==> config.mk <==
export PLATFORM = sky130hd
export DESIGN_NAME = div_seq_para
export DESIGN_NICKNAME = d
export VERILOG_FILES = /design/src/rtl/div_pkg.sv /design/src/rtl/sub_borrow_para.sv /design/src/rtl/div_seq_para.sv
export SDC_FILE = /design/constraint.sdc
export NUM_CORES = 1
export LEC_CHECK = 0
export BUFFER_PORTS_ARGS = -buffer_cell sky130_fd_sc_hd__buf_2
export CAP_MARGIN = 15
export CELL_PAD_IN_SITES_DETAIL_PLACEMENT = 0
export CELL_PAD_IN_SITES_GLOBAL_PLACEMENT = 1
export CORE_AREA = 2 2 71 87
export DETAILED_ROUTE_END_ITERATION = 16
export DIE_AREA = 0 0 73 89
export PLACE_DENSITY = 0.82
export SLEW_MARGIN = 20
export SYNTH_ARGS = -nofsm -noshare
export SYNTH_HDL_FRONTEND = slang
export SYNTH_HIERARCHICAL = 1
export SYNTH_SLANG_ARGS = --single-unit
==> constraint.sdc <==
create_clock -name clk -period 3.65 [get_ports clk]
set_clock_uncertainty 0.2 [all_clocks]
set_input_delay 0.5475 -clock clk [delete_from_list [all_inputs] [get_ports clk]]
set_output_delay 0.5475 -clock clk [all_outputs]
set_load 0.005 [all_outputs]
==> src/rtl/div_pkg.sv <==
// div_pkg: shared FSM state encoding for the sequential restoring divider.
package div_pkg;
   typedef enum logic [1:0] {IDLE, OP, DONE} state_t;
endpackage

==> src/rtl/sub_borrow_para.sv <==
// sub_borrow_para: N-bit unsigned subtractor with borrow out.
module sub_borrow_para #(parameter int N = 8) (
   input  logic [N-1:0] a,
   input  logic [N-1:0] b,
   output logic [N-1:0] diff,
   output logic         bout
);
   assign {bout, diff} = {1'b0, a} - {1'b0, b};
endmodule

==> src/rtl/div_seq_para.sv <==
// div_seq_para: sequential restoring divider, one quotient bit per cycle.
// DIV_ZERO_CHK_EN: a zero divisor skips OP and flags div0.
module div_seq_para
   import div_pkg::*;
#(parameter int N = 8) (
   input  logic         clk,
   input  logic         reset_n,
   input  logic         start,
   input  logic [N-1:0] dvnd,
   input  logic [N-1:0] dvsr,
   output logic         ready,
   output logic         done_tick,
   output logic [N-1:0] quo,
   output logic [N-1:0] rmd,
   output logic         div0
);
   localparam int CW = $clog2(N + 1);
   state_t        state;
   logic [CW-1:0] cnt;
   logic [N-1:0]  rem, q, d, rem_nx, q_nx;
   logic [N:0]    rem_sh, diff;
   logic          bout, unused_msb;
   assign rem_sh = {rem, q[N-1]};
   sub_borrow_para #(.N(N + 1)) u_sub (
      .a(rem_sh), .b({1'b0, d}), .diff(diff), .bout(bout)
   );
   // on success the difference is below the divisor, so its top bit is always zero
   assign rem_nx     = bout ? rem_sh[N-1:0] : diff[N-1:0];
   assign q_nx       = {q[N-2:0], ~bout};
   assign unused_msb = diff[N];
`ifndef DIV_ZERO_CHK_EN
   assign div0 = 1'b0;
`endif
   always_ff @(posedge clk or negedge reset_n) begin
      if (!reset_n) begin
         state     <= IDLE;
         cnt       <= '0;
         rem       <= '0;
         q         <= '0;
         d         <= '0;
         quo       <= '0;
         rmd       <= '0;
         done_tick <= 1'b0;
         ready     <= 1'b1;
`ifdef DIV_ZERO_CHK_EN
         div0      <= 1'b0;
`endif
      end else begin
         case (state)
            IDLE: if (start) begin
               q     <= dvnd;
               d     <= dvsr;
               rem   <= '0;
               cnt   <= CW'(N);
               ready <= 1'b0;
`ifdef DIV_ZERO_CHK_EN
               if (dvsr == '0) begin
                  state     <= DONE;
                  quo       <= '1;
                  rmd       <= dvnd;
                  div0      <= 1'b1;
                  done_tick <= 1'b1;
               end else state <= OP;
`else
               state <= OP;
`endif
            end
            OP: begin
               rem <= rem_nx;
               q   <= q_nx;
               cnt <= cnt - CW'(1);
               if (cnt == CW'(1)) begin
                  state     <= DONE;
                  quo       <= q_nx;
                  rmd       <= rem_nx;
                  done_tick <= 1'b1;
`ifdef DIV_ZERO_CHK_EN
                  div0      <= 1'b0;
`endif
               end
            end
            DONE: begin
               state     <= IDLE;
               done_tick <= 1'b0;
               ready     <= 1'b1;
            end
            default: state <= IDLE;
         endcase
      end
   end
endmodule

==> results of run 1 <==
-- power by group --
group          internal (W)  switching (W)  total, W
registers          0.000784       0.000159  0.000943
clock network      0.000151       0.000173  0.000324
logic              0.000658       0.000650   0.00131
total               0.00159       0.000982   0.00258
-- worst register-to-register path: stages (launching register included) --
cell and delay [ns]:
dfrtp_1 0.43, ha_1 0.30, a21o_1 0.17, a21o_1 0.20, a41o_1 0.26, a31oi_1 0.36, buf_4 0.24, mux2_2 0.35
mux2_4 0.26
-- layout make-up --
class | count | area share
tap | 64 | 0.0295
multi-input combinational | 137 | 0.391
clock inverter | 2 | 0.00368
sequential | 48 | 0.443
timing repair buffer | 40 | 0.0783
inverter | 18 | 0.0249
clock buffer | 6 | 0.0304
-- cell usage in the layout (no fill, tap or decap), types with 5 or more instances in the layout --
cell type / count
nand2_1: 36
clkbuf_8: 6
o21ai_0: 11
buf_2: 35
mux2_2: 22
dfrtp_1: 47
inv_1: 17
ha_1: 11
a22oi_1: 7
buf_4: 5
mux2_4: 7
-- worst paths after layout --
path | to | startpoint | cells after the start
hold / removal | q[2]$_DFFE_PN0P_ | reset_n | 1
max in group asynchronous | rem[3]$_DFFE_PN0P_ | reset_n | 1
setup reg to reg | rmd[4]$_DFFE_PN0P_ | rem[0]$_DFFE_PN0P_ | 8
setup / recovery | rmd[4]$_DFFE_PN0P_ | rem[0]$_DFFE_PN0P_ | 8
hold reg to reg | ready$_DFFE_PN1P_ | ready$_DFFE_PN1P_ | 2
min in group clk | q[4]$_DFFE_PN0P_ | dvnd[4] | 3
-- through the flow --
step | std cells | setup WS [ns] | area (um2)
2_1_floorplan | 212 | 0.891 | 2380
3_3_place_gp | 307 | 0.795 | 2620
3_5_place_dp | 307 | 0.739 | 2620
4_1_cts | 315 | 0.730 | 2710
5_1_grt | 315 | 0.617 | 2720
6_report | 315 | 0.758 | 2720
-- registers in the layout, summed over array words and instances, names as in the netlist, 2 cells and up --
name / count
d: 8
q: 8
state: 2
rmd: 8
cnt: 4
quo: 8
rem: 8
-- layer usage --
| metal | vias up | wire length (um) | GRT usage |
|---|---|---|---|
| li1 | 794 | - | - |
| met1 | 785 | 2010 | 0.198 |
| met2 | 53 | 2230 | 0.265 |
| met3 | 11 | 193 | 0.0338 |
| met4 | 0 | 68 | 0.0539 |
| met5 | - | 0 | 0 |
==> results.md, run 1 <==
- Total CTS buffers: 5
- Port Buffers: 36
- Fmax: approximately 350 MHz
- CP peak stage delay: around 0.43 ns
- Crit path max-delay family: compound AO/OA/AOI/OAI gates
- Status: complete, no violations
- Buf+Inv Stages, Crit Path: 1
- Post-CTS Setup Repair Bufs: 0
- Area of the multi-input gates: approximately 0.0011 mm2
- Total power: approximately 0.0026 W
- Slew Viols, Final: 0
- Post-route antenna net violation count: 0
- Final hold vios: 0
- Cts repair resizes: 0
- Max Cap Viol: 0
- Clk sinks: 48
- Global-route wire length before repair: slightly below 8 mm
- Post-layout nets: 281
- Total GRT Usage: 0.157
- Hold Crit Class: in -> async
- PwrDens: approximately 950 mW/mm2
- Setup Viol. Count Final: 0
- Hold_ws: roughly 0.053 ns
- Worst skew pair latency: 0.30 ns
- Initial antenna violation count: 0
- Max Buffers Root-to-Sink: 2
- DRT iter0 DRCs: 90
- Starting Density: 0.425
- Unrepaired setup endpoints after global routing: false
- Post-Syn Area per Cell: approximately 11 um2
- Routability congestion estimate: approximately 0.75
- Max FO, Critical Path: 7
- Most Frequent Cell on Critical Path: a21o_1
- Leak Pwr: 1.41 nW
- GRT overflow: 0
- Kind of critical path: reg -> reg
- Drt total wl: approximately 4.5 mm
- Clock slew at reported path FFs: 0.08 ns
- Final period util: 0.792
- Clock tree from TritonCTS: yes
- Relative slew slack: 0.573
- WL/cell: roughly 14 um
- Diodes inserted: 0
- VDD IR max: 396 uV
- Worst path cell trace: ha_1 > a21o_1 > a21o_1 > a41o_1 > a31oi_1 > buf_4 > mux2_2 > mux2_4
- Post-route DRC: 0
- Core ar.: between 0.005 and 0.006 mm2
- Crit path time final: 2.89 ns
- Ratio of cells with drive above 1 in the final layout: 0.327
- TNS Setup: 0 ns
- Die Y: 89 um
- Root Driver: clkbuf_8
- CP max-delay cell: dfrtp_1
- Final core utilization: 0.486
- TritonRoute pass-1 iters: 4
- Largest net degree at the start of global routing: between 40 and 50
- Cells after Synth: 211
- Hold buffer count at cts: 0
- Crit end category: flip-flop
- # fillers: 529
- Reg-to-reg slack, setup: 0.76 ns
- Post-DP HPWL: roughly 3.2 mm
- Chip width: ~73 um
- H-tree depth: 2
- Critical path arrival: ~2.9 ns
- Via count: 1643
- # IOs: 38
- Row count: 30
- Via density: roughly 5.2
- Crit start category: flip-flop
- WP data required: between 3 and 4 ns
- Storage element area: between 0.001 and 0.0015 mm2
- Worst slew pin tran: about 0.64 ns
- Number of global-route vias before repair: ~1700
- Synthesis Warnings: 6
- Area Overhead vs Synth: 14.3%
- Die area: 0.00650 mm2
- Post-Syn Area: approximately 0.0024 mm2
(Power assumes the default switching activity.)
==> inputs of run 2 (changes only) <==
--- a/config.mk
+++ b/config.mk
@@ -9,10 +9,10 @@
 export CAP_MARGIN = 15
 export CELL_PAD_IN_SITES_DETAIL_PLACEMENT = 0
 export CELL_PAD_IN_SITES_GLOBAL_PLACEMENT = 1
-export CORE_AREA = 2 2 71 87
+export CORE_AREA = 2 2 74 91
 export DETAILED_ROUTE_END_ITERATION = 16
-export DIE_AREA = 0 0 73 89
-export PLACE_DENSITY = 0.82
+export DIE_AREA = 0 0 76 93
+export PLACE_DENSITY = 0.8
 export SLEW_MARGIN = 20
 export SYNTH_ARGS = -nofsm -noshare
 export SYNTH_HDL_FRONTEND = slang
==> constraint.sdc (replaced) <==
create_clock -name clk -period 2.53 [get_ports clk]
set_clock_uncertainty 0.2 [all_clocks]
set_input_delay 0.3795 -clock clk [delete_from_list [all_inputs] [get_ports clk]]
set_output_delay 0.3795 -clock clk [all_outputs]
set_load 0.005 [all_outputs]
==> run 2 against run 1 <==
Compared with the run above: clock-buffer cell count down 1; cell area up 8.3%; die area up 8.8%; setup slack worse by 0.75 ns.
==> results.md, run 2 (synthesized netlist as in run 1, its figures left out) <==
- Unrepaired setup endpoints after global routing: true
- Area of the multi-input gates: ~0.0011 mm2
- Crit start category: flip-flop
- Final core utilization: 0.474
- Via density: roughly 4.7
- Max Cap Viol: 0
- WP data required: ~2.5 ns
- Slew Viols, Final: 0
- CP peak stage delay: 0.40 ns
- H-tree depth: 2
- Crit end category: flip-flop
- Starting Density: 0.383
- GRT overflow: 0
- Max Buffers Root-to-Sink: 2
- Final period util: 0.997
- Diodes inserted: 0
- Hold Crit Class: in -> reg
- Post-DP HPWL: roughly 3.2 mm
- Area Overhead vs Synth: 23.8%
- Buf+Inv Stages, Crit Path: 1
- Status: complete, no violations
- TritonRoute pass-1 iters: 4
- Reg-to-reg slack, setup: between 0.007 and 0.008 ns
- PwrDens: 1420 mW/mm2
- Worst skew pair latency: about 0.3 ns
- Total CTS buffers: 5
- Routability congestion estimate: around 0.79
- Worst path cell trace: ha_1 > a21o_1 > a21o_1 > a41o_1 > a31oi_4 > buf_6 > mux2_4 > mux2_4
- CP max-delay cell: dfrtp_1
- Post-layout nets: between 200 and 300
- Port Buffers: 36
- Chip width: ~76 um
- Number of global-route vias before repair: ~1600
- Post-route DRC: 0
- Root Driver: clkbuf_8
- Max FO, Critical Path: 6
- Global-route wire length before repair: ~8 mm
- Largest net degree at the start of global routing: approximately 50
- Worst slew pin tran: 0.655 ns
- Kind of critical path: reg -> reg
- Core ar.: ~0.0062 mm2
- Final hold vios: 0
- # IOs: 38
- Storage element area: ~0.0012 mm2
- Die Y: just over 90 um
- Leak Pwr: 1.52 nW
- Post-route antenna net violation count: 0
- Relative slew slack: 0.562
- Hold_ws: about 0.085 ns
- Commonest non-fill, non-tap cell in the layout: dfrtp_1
- Setup Viol. Count Final: 0
- DRT iter0 DRCs: 79
- Total GRT Usage: 0.141
- WL/cell: ~13 um
- Most frequent cells in the layout: dfrtp_1, nand2_1, buf_2
- # fillers: roughly 600
- Launch point of the critical path: rem[0]$_DFFE_PN0P_
- Die area: just over 0.007 mm2
- Reg-to-reg startpoint: rem[0]$_DFFE_PN0P_
- Initial antenna violation count: 0
- Via count: about 1600
- HP Start: dvnd[5]
- VDD IR max: approximately 690 uV
- Critical path arrival: ~2.5 ns
- Ratio of cells with drive above 1 in the final layout: 0.384
- Row count: 32
- Fmax: around 400 MHz
- Crit path max-delay family: compound AO/OA/AOI/OAI gates
- Clock slew at reported path FFs: 0.10 ns
- Clock tree from TritonCTS: yes
- Drt total wl: between 4 and 5 mm
- Crit path time final: roughly 2.5 ns
- Clk sinks: 48
==> run 2: through the flow <==
stage	std cells	setup WS [ns]	cell area, um2	setup TNS (ns)	power [W]
floorplan	212	-0.00653	2380	-0.0456	0.00278
global placement	340	-0.00421	2740	-0.0133	0.00338
detailed placement	340	-0.0668	2740	-0.356	0.00345
CTS	350	0.000257	2850	0	0.00397
global route	353	-0.0635	2940	-0.304	0.00459
finish	353	0.00729	2940	0	0.00419
==> run 2: per-layer routing <==
metal,global-route usage,up-vias,wire length [um]
met1,0.178,790,2080
met2,0.241,29,2380
met4,0.0455,0,60
li1,-,822,-
met3,0.0319,6,176
met5,0,-,0
==> run 2: final cells by class <==
cell class | instances | share of cell area
multi-input cells | 137 | 0.382
flip-flops and latches | 48 | 0.409
well taps | 85 | 0.0362
clock inverters | 3 | 0.00808
inverters | 18 | 0.0230
clock buffers | 5 | 0.0234
repair buffers | 57 | 0.118
==> run 2: worst reg2reg max path, cell delays in order (launching register included) <==
cell     delay [ns]
dfrtp_1        0.40
ha_1           0.29
a21o_1         0.17
a21o_1         0.17
a41o_1         0.23
a31oi_4        0.21
buf_6          0.17
mux2_4         0.31
mux2_4         0.27
==> run 2: worst paths after layout <==
| kind | end | cells past startpoint |
|---|---|---|
| min in group asynchronous | rmd[1]$_DFFE_PN0P_ | 3 |
| worst min register to register | ready$_DFFE_PN1P_ | 2 |
| worst max register to register | rmd[3]$_DFFE_PN0P_ | 8 |
| worst min-delay path | q[5]$_DFFE_PN0P_ | 3 |
| worst max-delay path | rmd[3]$_DFFE_PN0P_ | 8 |
| max in group asynchronous | q[2]$_DFFE_PN0P_ | 3 |
==> run 2: timing repair <==
| action | CTS | global route |
|---|---|---|
| gates resized for setup | 1 | 14 |
| endpoints found under the hold margin | 47 | 0 |
| setup buffers | 1 | 3 |
| endpoints found under the setup margin | 7 | 11 |
| pin swaps | 2 | 3 |
| hold buffers | 1 | 0 |
==> run 2: power by group <==
group	internal (W)	switching [W]
Clock	0.000196	0.000277
Sequential	0.00113	0.000226
Combinational	0.00129	0.00107
Total	0.00262	0.00157
